===== src/rtl/eth_rx.sv =====
// RGMII receive path: DDR pad capture, preamble/SFD strip, one-byte hold for tlast,
// CRC-32 residue / length / RX_ER checking with bad-frame flag on the last beat.

module eth_rx_iddr (
   input  logic clk,
   input  logic d,
   output logic q1,
   output logic q2
);
   logic rise_r;
   logic fall_r;

   // Same-edge pipelined: both phases of one rxc period appear together on q1/q2
   always_ff @(posedge clk) begin
      rise_r <= d;
      q1     <= rise_r;
      q2     <= fall_r;
   end

   always_ff @(negedge clk) begin
      fall_r <= d;
   end
endmodule

module eth_rx #(
   parameter int MIN_LEN = 64,
   parameter int MAX_LEN = 1518
) (
   input  logic       clk,
   input  logic       rst,
   input  logic       rx_ctl,
   input  logic [3:0] rxd,
   output logic       tvalid,
   output logic [7:0] tdata,
   output logic       tlast,
   output logic       tuser,
   output logic       frame_ok,
   output logic       frame_err
);
   localparam int NUM_LANES = 5;
   localparam int CTL       = 4;

   localparam logic [2:0] S_WAIT_IDLE = 3'd0;
   localparam logic [2:0] S_IDLE      = 3'd1;
   localparam logic [2:0] S_PRE       = 3'd2;
   localparam logic [2:0] S_DATA      = 3'd3;
   localparam logic [2:0] S_DROP      = 3'd4;

   localparam logic [31:0] CRC_INIT    = 32'hFFFF_FFFF;
   localparam logic [31:0] CRC_RESIDUE = 32'hDEBB_20E3;

   logic [NUM_LANES-1:0] pad;
   logic [NUM_LANES-1:0] q_rise;
   logic [NUM_LANES-1:0] q_fall;

   assign pad = {rx_ctl, rxd};

   eth_rx_iddr u_iddr [NUM_LANES-1:0] (
      .clk (clk),
      .d   (pad),
      .q1  (q_rise),
      .q2  (q_fall)
   );

   // rx byte stage; left out of reset so the FSM sees live pad data right after rst
   logic [7:0] rb_byte;
   logic       rb_dv;
   logic       rb_er;

   always_ff @(posedge clk) begin
      rb_byte <= {q_fall[3:0], q_rise[3:0]};
      rb_dv   <= q_rise[CTL];
      rb_er   <= q_rise[CTL] ^ q_fall[CTL];
   end

   function automatic logic [31:0] crc_next(input logic [31:0] c, input logic [7:0] b);
      logic [31:0] r;
      r = c ^ {24'h0, b};
      for (int i = 0; i < 8; i++)
         r = r[0] ? ((r >> 1) ^ 32'hEDB8_8320) : (r >> 1);
      return r;
   endfunction

   logic [2:0]  state;
   logic [15:0] len;
   logic [31:0] crc;
   logic        er_seen;
   logic [7:0]  hold;
   logic        hold_vld;
   logic        bad;

   assign bad = (crc != CRC_RESIDUE) | (len < 16'(MIN_LEN)) | er_seen;

   always_ff @(posedge clk) begin
      if (rst) begin
         state     <= S_WAIT_IDLE;
         len       <= '0;
         crc       <= CRC_INIT;
         er_seen   <= 1'b0;
         hold      <= '0;
         hold_vld  <= 1'b0;
         tvalid    <= 1'b0;
         tdata     <= '0;
         tlast     <= 1'b0;
         tuser     <= 1'b0;
         frame_ok  <= 1'b0;
         frame_err <= 1'b0;
      end else begin
         tvalid    <= 1'b0;
         tdata     <= '0;
         tlast     <= 1'b0;
         tuser     <= 1'b0;
         frame_ok  <= 1'b0;
         frame_err <= 1'b0;

         case (state)
            S_WAIT_IDLE: begin
               if (!rb_dv) state <= S_IDLE;
            end

            S_IDLE, S_PRE: begin
               if (!rb_dv)
                  state <= S_IDLE;
               else if (rb_byte == 8'h55)
                  state <= S_PRE;
               else if (rb_byte == 8'hD5) begin
                  state    <= S_DATA;
                  len      <= '0;
                  crc      <= CRC_INIT;
                  er_seen  <= 1'b0;
                  hold_vld <= 1'b0;
               end else
                  state <= S_DROP;
            end

            S_DATA: begin
               if (rb_dv) begin
                  if (hold_vld) begin
                     tvalid <= 1'b1;
                     tdata  <= hold;
                  end
                  // A byte beyond MAX_LEN turns the held MAX_LEN-th byte into a bad last beat
                  if (hold_vld && len == 16'(MAX_LEN)) begin
                     tlast     <= 1'b1;
                     tuser     <= 1'b1;
                     frame_err <= 1'b1;
                     hold_vld  <= 1'b0;
                     state     <= S_DROP;
                  end else begin
                     hold     <= rb_byte;
                     hold_vld <= 1'b1;
                     len      <= len + 16'd1;
                     crc      <= crc_next(crc, rb_byte);
                     er_seen  <= er_seen | rb_er;
                  end
               end else begin
                  hold_vld <= 1'b0;
                  state    <= S_IDLE;
                  if (hold_vld) begin
                     tvalid    <= 1'b1;
                     tdata     <= hold;
                     tlast     <= 1'b1;
                     tuser     <= bad;
                     frame_ok  <= ~bad;
                     frame_err <= bad;
                  end else
                     frame_err <= 1'b1;
               end
            end

            S_DROP: begin
               if (!rb_dv) state <= S_IDLE;
            end

            default: state <= S_WAIT_IDLE;
         endcase
      end
   end
endmodule


===== config.mk =====
export PLATFORM = sky130hd
export DESIGN_NAME = eth_rx
export DESIGN_NICKNAME = d
export VERILOG_FILES = /design/src/rtl/eth_rx.sv
export SDC_FILE = /design/constraint.sdc
export NUM_CORES = 1
export LEC_CHECK = 0
export ABC_AREA = 1
export BUFFER_PORTS_ARGS = -buffer_cell sky130_fd_sc_hd__buf_2
export CAP_MARGIN = 20
export CORE_MARGIN = 2
export CORE_UTILIZATION = 28
export DETAILED_ROUTE_END_ITERATION = 7
export SLEW_MARGIN = 20
export SYNTH_ARGS = -nofsm -noshare
export SYNTH_HDL_FRONTEND = slang
export SYNTH_SLANG_ARGS = --single-unit

===== constraint.sdc =====
create_clock -name clk -period 2.08 [get_ports clk]
set_input_delay 0.52 -clock clk [delete_from_list [all_inputs] [get_ports clk]]
set_output_delay 0.52 -clock clk [all_outputs]
set_load 0.05 [all_outputs]

==> results_dict.tcl <==
set metrics [dict create \
    drc_errors 0 \
    cap_violations 0 \
    ctsLongestPathBuffers 2 \
    cp_max_fo 22 \
    comb_power_share_pct 8.1 \
    slew_viol_final 0 \
    switching_share_pct 27.3 \
    first_pass_iters 5 \
    antenna_left 0 \
    grt_pass1_wl_microns 21800 \
    cp_data_required_time_ns 2.34 \
    synth_fp_nets 741 \
    fin_util_pct 33.0 \
    p_seq_share_pct 49.4 \
    final_common_cell "nand2_1" \
    synth.distinct_cells 40 \
    cts_tree "done" \
    synth_warnings 0 \
    rows 49 \
    peakVddDrop_mv 0.754 \
    drive_above_1_share_pct 15.0 \
    finalWeightedCongestion 0.887 \
    ys_async_sr_fraction_pct 0 \
    port-buffer-count 19 \
    relSlewSlack_pct 70.3 \
    cp-end-kind "register" \
    ioPinCount 20 \
    tns_ns 0 \
    clkTransAtPathRegs_ns 0.08 \
    synthMuxAreaShare_pct 0 \
    wl_per_cell_microns 12.9 \
    dieArea_sq_um 19500 \
    wl_met3_microns 516 \
    final_nets 782 \
    fin_crit_sh_pct 87.6 \
    fmax_ghz 0.549 \
    core_sq_um 18000 \
    synth_compound_area_share_pct 9.11 \
    htreeDepth 3 \
    post_synth_instance_area_sq_um 5150 \
    drt_iter0_drc 336 \
    avgSynthCellArea_sq_um 7.04 \
    cts_made_buffers 9 \
    diodes 0 \
    power.leakage_nw 2.69 \
    yosys.area_share.adder_pct 0.486 \
    top_layer_used "met4" \
    grt_max_degree 23 \
    crit_arrival_ns 2.08 \
    final_cell_mix "nand2_1 (210), dfxtp_1 (104), inv_1 (83)" \
    grt_util_all_layers_pct 14.0 \
    synth-seq-area-share_pct 40.4 \
    min_path_type "in2reg" \
    ys_seq_elements 104 \
    route.layer.met1.wl_microns 6270 \
    post_drt_via_cell_ratio 4.55 \
    fin_skew_ns 0.0541 \
    die_h_microns 140 \
    grt_pass1_vias 4294 \
    detailed_place_hpwl_microns 9560 \
    route.met2.wl_microns 5930 \
    yosys.area_share.simple_pct 34.9 \
    syn_to_final_growth_pct 15.4 \
    clock_power_share_pct 42.5 \
    finalHoldViolCount 0 \
    synth_top_family_by_area "simple AND/OR/NAND/NOR gates" \
    powerDensity_nw_per_um2 696 \
    drt_wl_total_microns 13000 \
    internal_power_w 0.00301 \
    critPathKind "reg2reg" \
    cts_resized 0 \
    finalCriticalPeriod_ns 1.82 \
    synth_edf_count 0 \
    setup_viol 0 \
    start_util_pct 28.6 \
    synth_xor_area_share_pct 6.56 \
    root_buffer "clkbuf_16" \
    critPathSlowestCell "dfxtp_1" \
    start_kind "register" \
    vias 4585 \
    synthCells 732 \
    status "finished, final reports clean" \
    die_w_microns 140 \
    path_cells "inv_1, ha_1, nand4_1, nor2_1, nand2_1, nand3_2, nor2_2, buf_12, nand3_1, nand2_1, inv_1" \
    synth_ff_type "dfxtp_1" \
    clk_latency_ns 0.40 \
    rsz0062_at_grt "no" \
    p_sw_w 0.00113 \
    clock-sinks 104 \
    worst_slew_pin_slew_ns 0.443 \
    grt_overflow 0 \
    antenna_found_initial 0 \
    slowest_delay_ns 0.43 \
]
[worst max-delay path, delay by kind of cell (launching register included)]
family,cells,cell delay [ns]
and+or+nand+nor,7,0.78
DFF,1,0.43
adders and majority gates,1,0.19
buffers and inverters,3,0.33
[power by group through the flow]
stage / sequential, W / clock, W / combinational, W
2_1_floorplan: 0.00209 / 0.0000179 / 0.000242
3_3_place_gp: 0.00209 / 0.0000179 / 0.000328
3_5_place_dp: 0.00209 / 0.0000179 / 0.000329
4_1_cts: 0.00205 / 0.00182 / 0.000331
5_1_grt: 0.00205 / 0.00189 / 0.000376
6_report: 0.00205 / 0.00176 / 0.000335
[repair_timing]
item | in CTS | in global routing
hold buffers | 0 | 0
buffers inserted | 0 | 3
setup endpoints to repair | 0 | 1
[flip-flops by register name (all words and copies together) (netlist names)]
name and flops:
hold 8, tvalid 1, frame_err 1, tlast 1, frame_ok 1, rb_byte 8, crc 32, tdata 8
tuser 1, rb_er 1, state 3, rb_dv 1, u_iddr.rise_r 5, u_iddr.fall_r 5, len 16, er_seen 1
hold_vld 1, u_iddr.q1 5, u_iddr.q2 5
[metrics by stage]
| step | cells | hold WS, ns | power (W) | instance area (sq um) | setup slack (ns) |
|---|---|---|---|---|---|
| 4_1_cts | 1004 | 0.260 | 0.00420 | 5930 | 0.213 |
| 6_report | 1007 | 0.274 | 0.00414 | 5950 | 0.259 |
| 3_3_place_gp | 984 | 0.310 | 0.00244 | 5600 | 0.247 |
| 2_1_floorplan | 732 | 0.310 | 0.00235 | 5150 | 0.419 |
| 5_1_grt | 1007 | 0.263 | 0.00432 | 5950 | 0.0948 |
| 3_5_place_dp | 984 | 0.312 | 0.00244 | 5600 | 0.236 |
[per-layer routing]
metal | GRT usage [%] | up-vias
li1 | - | 2397
met1 | 19.0 | 2067
met2 | 22.6 | 96
met3 | 2.17 | 25
met4 | 5.11 | 0
met5 | 0 | -
[cells by family (layout without fill, tap and decap cells)]
family / count (synthesis) / in the layout
adders and majority gates: 2 / 2
AOI/OAI and AO/OA: 78 / 78
and+or+nand+nor: 407 / 407
xor gates and xnor gates: 36 / 36
DFF: 104 / 104
buffers and inverters: 105 / 151
[path summary, 6_finish.rpt]
check,start,endpoint,slack (ns),cells after the start
worst max-delay path,len[0],crc[14],0.26,11
worst min-delay path,rxd[0],u_iddr[0].rise_r,0.27,1
worst max register to register,len[0],crc[14],0.26,11
worst min register to register,u_iddr[3].q2,rb_byte[7],0.33,0
[final cells by class]
| class | count | area, sq um |
|---|---|---|
| Inverter | 86 | 325 |
| Sequential cell | 104 | 2080 |
| Multi-Input combinational cell | 523 | 2630 |
| Clock buffer | 9 | 225 |
| Fill cell | 1978 | 12100 |
| Tap cell | 229 | 287 |
| Clock inverter | 12 | 101 |
| Timing Repair Buffer | 44 | 295 |
[Yosys cell counts, types with 4 or more instances]
cell type  instances  area, sq um
a21oi_1           29          145
a21oi_2           13          114
buf_2              6         30.0
clkbuf_1           6         22.5
dfxtp_1          104         2080
inv_1             79          297
inv_2              6         22.5
nand2_1          210          788
nand2_2           19          119
nand3_1           70          350
nand4_1           11         68.8
nor2_1            68          255
nor2_2             4         25.0
nor3_1             9         45.0
nor4_1             4         25.0
o21a_1             5         37.5
o21ai_0           21          105
o21ai_1            4         20.0
xnor2_1            8         70.1
xor2_1            25          219
(Power assumes the default switching activity.)
